==> src/rtl/controle_ventoinha_niveis_pkg.sv <==
// Shared types and helpers for the multi-level fan controller.
package controle_ventoinha_pkg;

    typedef enum logic {
        ESTAVEL  = 1'b0,
        PENDENTE = 1'b1
    } estado_t;

    // Target duty for a level: integer floor of nivel*periodo/num_limites.
    function automatic int alvo_nivel(input int nivel, input int periodo, input int num_limites);
        return (nivel * periodo) / num_limites;
    endfunction

    // Unsigned subtract that clamps at zero (operands up to 32 bits).
    function automatic logic [31:0] sub_sat(input logic [31:0] a, input logic [31:0] b);
        return (a > b) ? (a - b) : 32'd0;
    endfunction

endpackage

==> src/rtl/controle_ventoinha_niveis_gerador_pwm.sv <==
// Fan PWM generator: free-running period counter with a registered compare output.
module gerador_pwm #(
    parameter int PWM_PERIODO = 100
) (
    input  logic                             clock,
    input  logic                             reset,
    input  logic [$clog2(PWM_PERIODO+1)-1:0] duty,
    output logic                             pwm
);

    localparam int CW = (PWM_PERIODO > 1) ? $clog2(PWM_PERIODO) : 1;

    logic [CW-1:0] contador;

    always_ff @(posedge clock) begin
        if (!reset) begin
            contador <= '0;
            pwm      <= 1'b0;
        end else begin
            pwm      <= (int'(contador) < int'(duty));
            contador <= (contador == CW'(PWM_PERIODO - 1)) ? '0 : contador + 1'b1;
        end
    end

endmodule

==> src/rtl/controle_ventoinha_niveis.sv <==
// Multi-level fan control: hysteretic level quantiser with confirmation, duty ramp, PWM.
// Optional full-duty spin-up kick when built with `define KICKSTART_EN.
module controle_ventoinha_niveis
    import controle_ventoinha_pkg::*;
#(
    parameter int W           = 16,
    parameter int NUM_LIMITES = 4,
    parameter int CONFIRMA    = 2,
    parameter int PWM_PERIODO = 100,
    parameter int RAMPA_TICKS = 4,
    parameter int RAMPA_PASSO = 5
`ifdef KICKSTART_EN
    ,
    parameter int KICK_CICLOS = 50
`endif
) (
    input  logic                             clock,
    input  logic                             reset,
    input  logic                             amostra_valida,
    input  logic [W-1:0]                     temperatura,
    input  logic [NUM_LIMITES*W-1:0]         limites,
    input  logic [W-1:0]                     histerese,
    output logic [$clog2(NUM_LIMITES+1)-1:0] nivel,
    output logic [$clog2(PWM_PERIODO+1)-1:0] duty,
    output logic                             pwm_ventoinha,
    output logic                             mudou_nivel,
    output logic                             ocupado
);

    localparam int NW = $clog2(NUM_LIMITES + 1);
    localparam int DW = $clog2(PWM_PERIODO + 1);
    localparam int CW = $clog2(CONFIRMA + 1);
    localparam int TW = (RAMPA_TICKS > 1) ? $clog2(RAMPA_TICKS) : 1;

    logic [NW-1:0] n_sobe;
    logic [NW-1:0] n_desce;
    logic [NW-1:0] candidato;
    logic [NW-1:0] pendente;
    logic [CW-1:0] contagem;
    estado_t       estado;
    logic [DW-1:0] alvo;
    logic [DW-1:0] tabela_alvo [NUM_LIMITES+1];
    logic [TW-1:0] tick;
    logic          passo_rampa;

    // One ramp step from atual toward destino, clamped so it never overshoots.
    function automatic logic [DW-1:0] passo_duty(input logic [DW-1:0] atual,
                                                 input logic [DW-1:0] destino);
        if (atual < destino) begin
            return (int'(destino) - int'(atual) > RAMPA_PASSO) ? DW'(int'(atual) + RAMPA_PASSO) : destino;
        end else if (atual > destino) begin
            return (int'(atual) - int'(destino) > RAMPA_PASSO) ? DW'(int'(atual) - RAMPA_PASSO) : destino;
        end
        return atual;
    endfunction

    always_comb begin : contagem_limiares
        n_sobe  = '0;
        n_desce = '0;
        for (int i = 0; i < NUM_LIMITES; i++) begin
            if (temperatura >= limites[i*W +: W]) begin
                n_sobe = n_sobe + NW'(1);
            end
            if (temperatura >= W'(sub_sat(32'(limites[i*W +: W]), 32'(histerese)))) begin
                n_desce = n_desce + NW'(1);
            end
        end
    end

    // Rising uses the raw limits, falling uses limits lowered by the hysteresis band.
    always_comb begin
        candidato = nivel;
        if (n_sobe > nivel) begin
            candidato = n_sobe;
        end else if (n_desce < nivel) begin
            candidato = n_desce;
        end
    end

    always_ff @(posedge clock) begin
        if (!reset) begin
            estado      <= ESTAVEL;
            pendente    <= '0;
            contagem    <= '0;
            nivel       <= '0;
            mudou_nivel <= 1'b0;
        end else begin
            mudou_nivel <= 1'b0;
            if (amostra_valida) begin
                if (candidato == nivel) begin
                    estado   <= ESTAVEL;
                    contagem <= '0;
                end else if (estado == ESTAVEL || candidato != pendente) begin
                    if (CONFIRMA == 1) begin
                        nivel       <= candidato;
                        mudou_nivel <= 1'b1;
                        estado      <= ESTAVEL;
                        contagem    <= '0;
                    end else begin
                        pendente <= candidato;
                        contagem <= CW'(1);
                        estado   <= PENDENTE;
                    end
                end else if (int'(contagem) + 1 >= CONFIRMA) begin
                    nivel       <= pendente;
                    mudou_nivel <= 1'b1;
                    estado      <= ESTAVEL;
                    contagem    <= '0;
                end else begin
                    contagem <= contagem + 1'b1;
                end
            end
        end
    end

    for (genvar g = 0; g <= NUM_LIMITES; g++) begin : g_tabela
        assign tabela_alvo[g] = DW'(alvo_nivel(g, PWM_PERIODO, NUM_LIMITES));
    end

    assign alvo = tabela_alvo[nivel];

    always_ff @(posedge clock) begin
        if (!reset) begin
            tick <= '0;
        end else begin
            tick <= (tick == TW'(RAMPA_TICKS - 1)) ? '0 : tick + 1'b1;
        end
    end

    assign passo_rampa = (tick == TW'(RAMPA_TICKS - 1));

`ifdef KICKSTART_EN
    localparam int KW = (KICK_CICLOS > 1) ? $clog2(KICK_CICLOS) : 1;

    logic          kick_ativo;
    logic [KW-1:0] kick_cont;

    // Spinning up from standstill: hold full duty, then jump straight to the target.
    always_ff @(posedge clock) begin
        if (!reset) begin
            duty       <= '0;
            kick_ativo <= 1'b0;
            kick_cont  <= '0;
        end else if (kick_ativo) begin
            if (alvo == '0) begin
                duty       <= '0;
                kick_ativo <= 1'b0;
            end else if (kick_cont == '0) begin
                duty       <= alvo;
                kick_ativo <= 1'b0;
            end else begin
                kick_cont <= kick_cont - 1'b1;
            end
        end else if (duty == '0 && alvo != '0) begin
            duty       <= DW'(PWM_PERIODO);
            kick_ativo <= 1'b1;
            kick_cont  <= KW'(KICK_CICLOS - 1);
        end else if (passo_rampa) begin
            duty <= passo_duty(duty, alvo);
        end
    end

    assign ocupado = (duty != alvo) || kick_ativo;
`else
    always_ff @(posedge clock) begin
        if (!reset) begin
            duty <= '0;
        end else if (passo_rampa) begin
            duty <= passo_duty(duty, alvo);
        end
    end

    assign ocupado = (duty != alvo);
`endif

    gerador_pwm #(
        .PWM_PERIODO(PWM_PERIODO)
    ) u_gerador_pwm (
        .clock(clock),
        .reset(reset),
        .duty (duty),
        .pwm  (pwm_ventoinha)
    );

endmodule
==> config.mk <==
export PLATFORM = sky130hd
export DESIGN_NAME = controle_ventoinha_niveis
export DESIGN_NICKNAME = d
export VERILOG_FILES = /design/src/rtl/controle_ventoinha_niveis_pkg.sv /design/src/rtl/controle_ventoinha_niveis_gerador_pwm.sv /design/src/rtl/controle_ventoinha_niveis.sv
export SDC_FILE = /design/constraint.sdc
export NUM_CORES = 1
export LEC_CHECK = 0
export ABC_CLOCK_PERIOD_IN_PS = 26000
export BUFFER_PORTS_ARGS = -buffer_cell sky130_fd_sc_hd__buf_2
export CAP_MARGIN = 15
export CORE_MARGIN = 4
export CORE_UTILIZATION = 53
export DETAILED_ROUTE_END_ITERATION = 8
export PLACE_DENSITY = 0.84
export SYNTH_ARGS = -nofsm -noshare
export SYNTH_HDL_FRONTEND = slang
export SYNTH_SLANG_ARGS = --single-unit
==> constraint.sdc <==
create_clock -name clock -period 26 [get_ports clock]
set_clock_uncertainty 0.15 [all_clocks]
set_input_delay 5.2 -clock clock [delete_from_list [all_inputs] [get_ports clock]]
set_output_delay 5.2 -clock clock [all_outputs]
set_load 0.1 [all_outputs]
== Word level (Yosys, flattened, before mapping) ==
Memory sizes are Yosys's and may differ from the RTL's.
Index checks and enable logic that the tools add are counted.

* Memories: 1
* Flip-flop bits (word level): 27
* Logic and storage cells: 100
* Output and inout bits: 13
* Memory bits (read-only): 56

* Equal/unequal tests: 5
* Muxes and demuxes: 31
* $add $sub $neg: 18
* $lt $le $gt $ge: 21
* Reductions and logical operators: 9
* Bitwise gates (word level): 6

{| class="wikitable"
|+ Memory list
! memory !! depth !! width !! read ports !! clocked after memory_dff !! wr ports !! RTL line !! source
|-
| (name not given) || 8 || 7 || 1 || 0 || 0 || controle_ventoinha_niveis.sv:120 || <nowiki>assign alvo = tabela_alvo[nivel];</nowiki>
|}

{| class="wikitable"
|+ Operator list
! kind !! count
|-
| $ge A16 B16 Y1 || 8
|-
| $gt A16 B16 Y1 || 4
|-
| $mux W16 || 4
|-
| $sub A16 B16 Y16 || 4
|-
| $mux W7 || 6
|-
| $mux W3 || 8
|-
| $add A3 B1 Y3 const B || 6
|-
| $gt A8 B4 Y1 const B || 2
|-
| $sub A7 B7 Y8 || 2
|-
| $lt A7 B7 Y1 || 2
|-
| $mux W1 || 10
|-
| $add A7 B1 Y7 const B || 1
|-
| $add A7 B3 Y7 const B || 1
|-
| $eq A7 B7 Y1 const B || 1
|-
| $gt A7 B7 Y1 || 1
|-
| $ne A7 B7 Y1 || 1
|-
| $sub A7 B3 Y7 const B || 1
|-
| $mux W2 || 3
|-
| $not A1 Y1 || 5
|-
| $add A2 B1 Y2 const B || 2
|-
| $ge A4 B4 Y1 const B || 1
|-
| $not A3 Y4 || 1
|-
| $reduce_and A2 Y1 || 2
|-
| $reduce_and A4 Y1 || 1
|-
| other kinds (12) || 13
|}

== Depth between registers and ports, before layout ==
* Depth in word-level cells: 17
* Mapped depth: 41
* Mapped depth without buffers: 41

== Cells and area by module ==
Synthesis repeated with hierarchy kept, for this count alone.

* Cell total of the unflattened synthesis: 1,151
* Area, all modules: 8,643.3 um2

{| class="wikitable"
|+ By module, submodules not included
! module !! seq. area each (um2) !! cells an instance !! instances !! area each (um2)
|-
| controle_ventoinha_niveis || 380.4 || 1,095 || 1 || 8,164.1
|-
| gerador_pwm || 160.2 || 56 || 1 || 479.2
|}

== Least setup slack after synthesis ==
Ideal clock, no wire load.

* Path type: input to register
* Start: input port limites[0]
* End: register estado
* Arrival: 12,516 ps
* Setup slack: 13,219 ps
* Stages on the path: 39
* Cell sequence: inv_1 ha_1 inv_1 fa_1 a21oi_1 o21bai_1 a21o_1 a21o_1 a21oi_1 o21ai_0 a2111oi_0 or2_2 o21a_1 nor3_1 ha_1 nand2b_1 a21o_1 a21o_1 [3 not listed] a21o_1 a211o_1 o2111ai_1 a21oi_1 o41ai_1 ha_1 xnor2_4 ha_1 mux2_2 ha_1 a21oi_1 nand2_1 mux2i_1 nor2_1 a221o_1 o41ai_4 o21ba_1 o21a_1

* Word-level cells in the longest chain between the ends: 17

{| class="wikitable"
|+ Ends and longest elaborated chain
! what !! RTL line !! source
|-
| from (decl) || controle_ventoinha_niveis.sv:21 || <nowiki>input logic [NUM_LIMITES*W-1:0] limites,</nowiki>
|-
| $sub A16 B16 Y16 / $gt A16 B16 Y1 (equally long branches) || controle_ventoinha_niveis_pkg.sv:16 || <nowiki>return (a > b) ? (a - b) : 32'd0;</nowiki>
|-
| $mux W16 || controle_ventoinha_niveis_pkg.sv:16 ||
|-
| $ge A16 B16 Y1 || controle_ventoinha_niveis.sv:64 || <nowiki>if (temperatura >= W'(sub_sat(32'(limites[i*W +: W]), 32'(histerese)))) begin</nowiki>
|-
| $mux W1 || controle_ventoinha_niveis.sv:64 ||
|-
| $add A3 B1 Y3 || controle_ventoinha_niveis.sv:65 || <nowiki>n_desce = n_desce + NW'(1);</nowiki>
|-
| $mux W3 || controle_ventoinha_niveis.sv:64 ||
|-
| $add A3 B1 Y3 || controle_ventoinha_niveis.sv:65 ||
|-
| $mux W3 || controle_ventoinha_niveis.sv:64 ||
|-
| $add A3 B1 Y3 || controle_ventoinha_niveis.sv:65 ||
|-
| $mux W3 || controle_ventoinha_niveis.sv:64 ||
|-
| $lt A3 B3 Y1 || controle_ventoinha_niveis.sv:75 || <nowiki>end else if (n_desce < nivel) begin</nowiki>
|-
| $mux W3 || controle_ventoinha_niveis.sv:75 ||
|-
| $mux W3 * || controle_ventoinha_niveis.sv:73 || <nowiki>if (n_sobe > nivel) begin</nowiki>
|-
| $ne A3 B3 Y1 || controle_ventoinha_niveis.sv:93 || <nowiki>end else if (estado == ESTAVEL || candidato != pendente) begin</nowiki>
|-
| $logic_or A1 B1 Y1 || controle_ventoinha_niveis.sv:93 ||
|-
| $reduce_bool A3 Y1 (no line) / $mux W1 (equally long branches) || n/a ||
|-
| $reduce_and A2 Y1 (no line) / $mux W1 (equally long branches) || n/a ||
|-
| to (signal assigned) || controle_ventoinha_niveis.sv:91 || <nowiki>estado <= ESTAVEL;</nowiki>
|-
| to (signal assigned) || controle_ventoinha_niveis.sv:97 || <nowiki>estado <= ESTAVEL;</nowiki>
|-
| to (signal assigned) || controle_ventoinha_niveis.sv:102 || <nowiki>estado <= PENDENTE;</nowiki>
|-
| to (decl) || controle_ventoinha_niveis.sv:40 || <nowiki>estado_t estado;</nowiki>
|}

Every way passes the cells marked *; elsewhere a longest branch is shown, timed or not.
A chain may end at the register's enable or synchronous reset.

== Worst setup path in the final report ==
* Start: input port histerese[1]
* End: register mudou_nivel

* Word-level cells in the longest chain between the ends: 16

{| class="wikitable"
|+ Ends and longest elaborated chain
! what !! RTL line !! source
|-
| from (decl) || controle_ventoinha_niveis.sv:22 || <nowiki>input logic [W-1:0] histerese,</nowiki>
|-
| $sub A16 B16 Y16 / $gt A16 B16 Y1 (equally long branches) || controle_ventoinha_niveis_pkg.sv:16 ||
|-
| $mux W16 || controle_ventoinha_niveis_pkg.sv:16 ||
|-
| $ge A16 B16 Y1 || controle_ventoinha_niveis.sv:64 ||
|-
| $mux W1 || controle_ventoinha_niveis.sv:64 ||
|-
| $add A3 B1 Y3 || controle_ventoinha_niveis.sv:65 ||
|-
| $mux W3 || controle_ventoinha_niveis.sv:64 ||
|-
| $add A3 B1 Y3 || controle_ventoinha_niveis.sv:65 ||
|-
| $mux W3 || controle_ventoinha_niveis.sv:64 ||
|-
| $add A3 B1 Y3 || controle_ventoinha_niveis.sv:65 ||
|-
| $mux W3 * || controle_ventoinha_niveis.sv:64 ||
|-
| $lt A3 B3 Y1 || controle_ventoinha_niveis.sv:75 ||
|-
| $mux W3 * || controle_ventoinha_niveis.sv:75 ||
|-
| $mux W3 * || controle_ventoinha_niveis.sv:73 ||
|-
| $ne A3 B3 Y1 || controle_ventoinha_niveis.sv:93 ||
|-
| $logic_or A1 B1 Y1 || controle_ventoinha_niveis.sv:93 ||
|-
| $reduce_or A4 Y1 (no line) * || n/a ||
|-
| to (signal assigned) || controle_ventoinha_niveis.sv:86 || <nowiki>mudou_nivel <= 1'b0;</nowiki>
|-
| to (signal assigned) || controle_ventoinha_niveis.sv:96 || <nowiki>mudou_nivel <= 1'b1;</nowiki>
|-
| to (signal assigned) || controle_ventoinha_niveis.sv:106 || <nowiki>mudou_nivel <= 1'b1;</nowiki>
|-
| to (decl) || controle_ventoinha_niveis.sv:26 || <nowiki>output logic mudou_nivel,</nowiki>
|}

Marks and branches as above.

==> results by group <==
Synthesis
  • Mapped Avg Cell Area: between 7 and 8 µm²
  • Syn Nets: 1464
  • Library cells used by synthesis: between 70 and 80
  • Syn Inst Count: 1128
  • Register area share after synthesis: 0.06194
  • Top post-synthesis cells by area: ha_1 (33%), dfxtp_1 (6.2%), inv_1 (6.2%)
  • EDFF count, synth: 0
  • Yosys reg bits: 27
  • Most used DFF post-synth: dfxtp_1
  • Leading area contributor after synthesis: ha_1
  • Post-synth ARST share: 0
  • Post-synth top area share: 0.3312
  • Cell area after synthesis: between 0.008 and 0.009 mm²
  • Total number of yosys warnings: 0

Run
  • Max Cap Viol: 0

Timing
  • Worst setup margin: about 12 ns
  • WHS: between 0.2 and 0.3 ns
  • Clock period minus worst slack: around 14 ns
  • Highest clock rate: 72.95 MHz
  • Final Hold Fails: 0
  • Tcrit/Tclk final: 0.5273
  • Max_slew headroom: 0.2622
  • Worst-margin pin slew: 1.107 ns
  • Final max-slew violation count: 0
  • RSZ-0062 raised after global routing: false
  • Setup TNS Final: 0 ns
  • # setup viols final: 0

Critical path
  • CP most frequent cell: a21o_1
  • Critical Path Start Type: primary input
  • Worst Reg-to-Reg Cells: 17
  • FF-to-FF setup slack: about 22 ns
  • CP required: about 26 ns
  • CP Class: primary input to register
  • Crit-path max FO: 15
  • Critical Path Sink Type: register
  • Critical Path Max Stage Delay: ~0.64 ns
  • WP data arrival: between 10 and 15 ns
  • Worst path slowest cell: nor2_1

Detailed routing
  • Final WL: ~24000 µm
  • Detailed-route via count: ~8600
  • Drt pass-1 iters: 5
  • Remaining DRCs: 0
  • Initial DRC Count: roughly 480
  • Final ANT Viol Nets: 0
  • Wire per inst: 16.32 µm
  • DR vias/cell: between 5 and 6

Placement
  • Pre-CTS setup slack: between 10 and 15 ns
  • Placed cells: approximately 1400
  • I/O Buffers: about 110
  • Hpwl dp: 20290 µm
  • Gpl congestion: roughly 0.94

Clock tree
  • Post-cts resize count: 0
  • Clk_lat worst skew: ~0.26 ns
  • # clock sinks: 27
  • Deepest clock path buffer count: 2
  • Postcts setup bufs: 0
  • Num CTS Buffers: 3
  • Clock slew at reported path FFs: roughly 0.07 ns
  • Root buf cell: clkbuf_16
  • Htree depth: 1
  • Hold_buf cts: 0
  • CTS tree: yes

Pwr
  • Gate power share: 0.770
  • Leakage: roughly 0.0048 µW
  • Clock share of power: 0.093
  • P_sw: 181.3 µW
  • Power Dens Cells: around 39 mW/mm²
  • P_int: around 190 µW
  • Max VDD drop: around 0.032 mV
  • Design Power: ~370 µW
  • Switch share: 0.4893
  • Sequential power share: 0.137

Die
  • Chip width: about 140 µm
  • Die area: 0.01858 mm²
  • Die height: 136.3 µm
  • Initial cell density of the core: 0.5454
  • Top Ports: 112
  • Site Rows: 46
  • Core Box Area: roughly 0.016 mm²

Layout
  • Nets@finish: 1566
  • Commonest non-fill, non-tap cell in the layout: ha_1
  • Layout area overhead: 9.406%
  • Antenna diodes: 0
  • Fill count: 1472
  • Commonest non-fill, non-tap cells in the layout: ha_1 (231), inv_1 (143), buf_2 (111)
  • Cell Count, Final, Fillers Out: around 1400
  • Layout cells sized above 1: 0.1155

Outcome
  • Status: completed

Hold path
  • Hold Path Stages: 1
  • Worst hold path type: register to register

GRT
  • Vias in the first global route: 8334
  • First-pass GRT wire length: between 30000 and 40000 µm
  • Overflow after GRT: 0
  • Initial antenna violation count: 0
  • Largest net degree at the start of global routing: 28
  • Total GRT Usage: 0.2511
## logic make-up (layout without fill, tap and decap cells)
logic type               Yosys count  count (layout)  share of synthesized area
AO/OA/AOI/OAI                    317             317                     0.2521
XOR/XNOR                          73              73                    0.07843
adder cells (fa/ha/maj)          237             237                     0.3450
buffers and inverters            157             258                    0.07112
flip-flops                        27              27                    0.06194
multiplexers                      13              13                    0.01520
AND/OR/NAND/NOR                  304             304                     0.1762
## worst paths after layout
kind,to,startpoint
worst max-delay path,mudou_nivel,histerese[1]
worst max register to register,duty[5],nivel[2]
worst min register to register,tick[0],tick[0]
worst min-delay path,tick[0],tick[0]
## layer usage
metal  track usage  vias to the layer above  share of wire  wire length [µm]
li1              -                     4300              -                 -
met4       0.05431                        0          0.021               493
met1        0.3361                     4001           0.45             10690
met5             0                        -              0                 0
met3       0.02221                       40          0.059              1393
met2        0.4384                      301           0.47             11010
## final cells by class
cell class / count / area (µm²) / area share
Multi-Input combinational cell: 944 / 7565 / 0.7924
Clock buffer: 4 / 78.83 / 0.008257
Inverter: 143 / 536.8 / 0.05623
Sequential cell: 27 / 540.5 / 0.05662
Tap cell: 216 / 270.3 / 0.02831
Timing Repair Buffer: 111 / 555.5 / 0.05819
## synthesized netlist by cell type (6+ instances only)
| cell | n |
|---|---|
| ha_1 | 231 |
| inv_1 | 143 |
| nand2_1 | 100 |
| a21oi_1 | 65 |
| o21ai_0 | 57 |
| a21o_1 | 54 |
| xnor2_1 | 48 |
| nor2_1 | 47 |
| dfxtp_1 | 27 |
| nand3_1 | 23 |
| nand4_1 | 23 |
| xor2_1 | 22 |
| nor3_1 | 20 |
| nor2b_1 | 18 |
| o21a_1 | 18 |
| a211oi_1 | 16 |
| nand2b_1 | 14 |
| a31oi_1 | 12 |
| mux2i_1 | 11 |
| o211ai_1 | 11 |
| o21bai_1 | 11 |
| clkbuf_1 | 10 |
| nand3b_1 | 10 |
| o2111ai_1 | 10 |
| and3_1 | 9 |
| or3_1 | 9 |
| or2_2 | 7 |
| a21boi_0 | 6 |
| fa_1 | 6 |
| o31ai_1 | 6 |
## state kept, by name, summed over array words and instances, names as in the netlist
signal and count:
contagem 2, pendente 3, nivel 3, mudou_nivel 1
u_gerador_pwm.contador 7, duty 7, estado 1, u_gerador_pwm.pwm 1
tick 2
## metrics by stage
stage          cell area, µm²    util
6_report                 9547  0.5967
5_1_grt                  9547  0.5967
3_5_place_dp             9468  0.5917
3_3_place_gp             9468  0.5917
2_1_floorplan            8726       -
4_1_cts                  9547  0.5967
## power groups by stage
stage	Clock, µW	Combinational (µW)	Sequential, µW
floorplan	0	219	51.3
global placement	0	271	51.2
detailed placement	0	280	51.5
CTS	35.0	282	50.7
global route	36.6	320	51.2
finish	34.5	285	50.8
## critical path, delay by kind of cell
kind	cells	cell delay, ns
multiplexers	1	0.26
buffers and inverters	2	0.42
adder cells (fa/ha/maj)	5	1.42
XOR/XNOR	2	0.46
AND/OR/NAND/NOR	8	2.26
AO/OA/AOI/OAI	21	3.68
No activity file was read; power rests on OpenSTA's default activity.
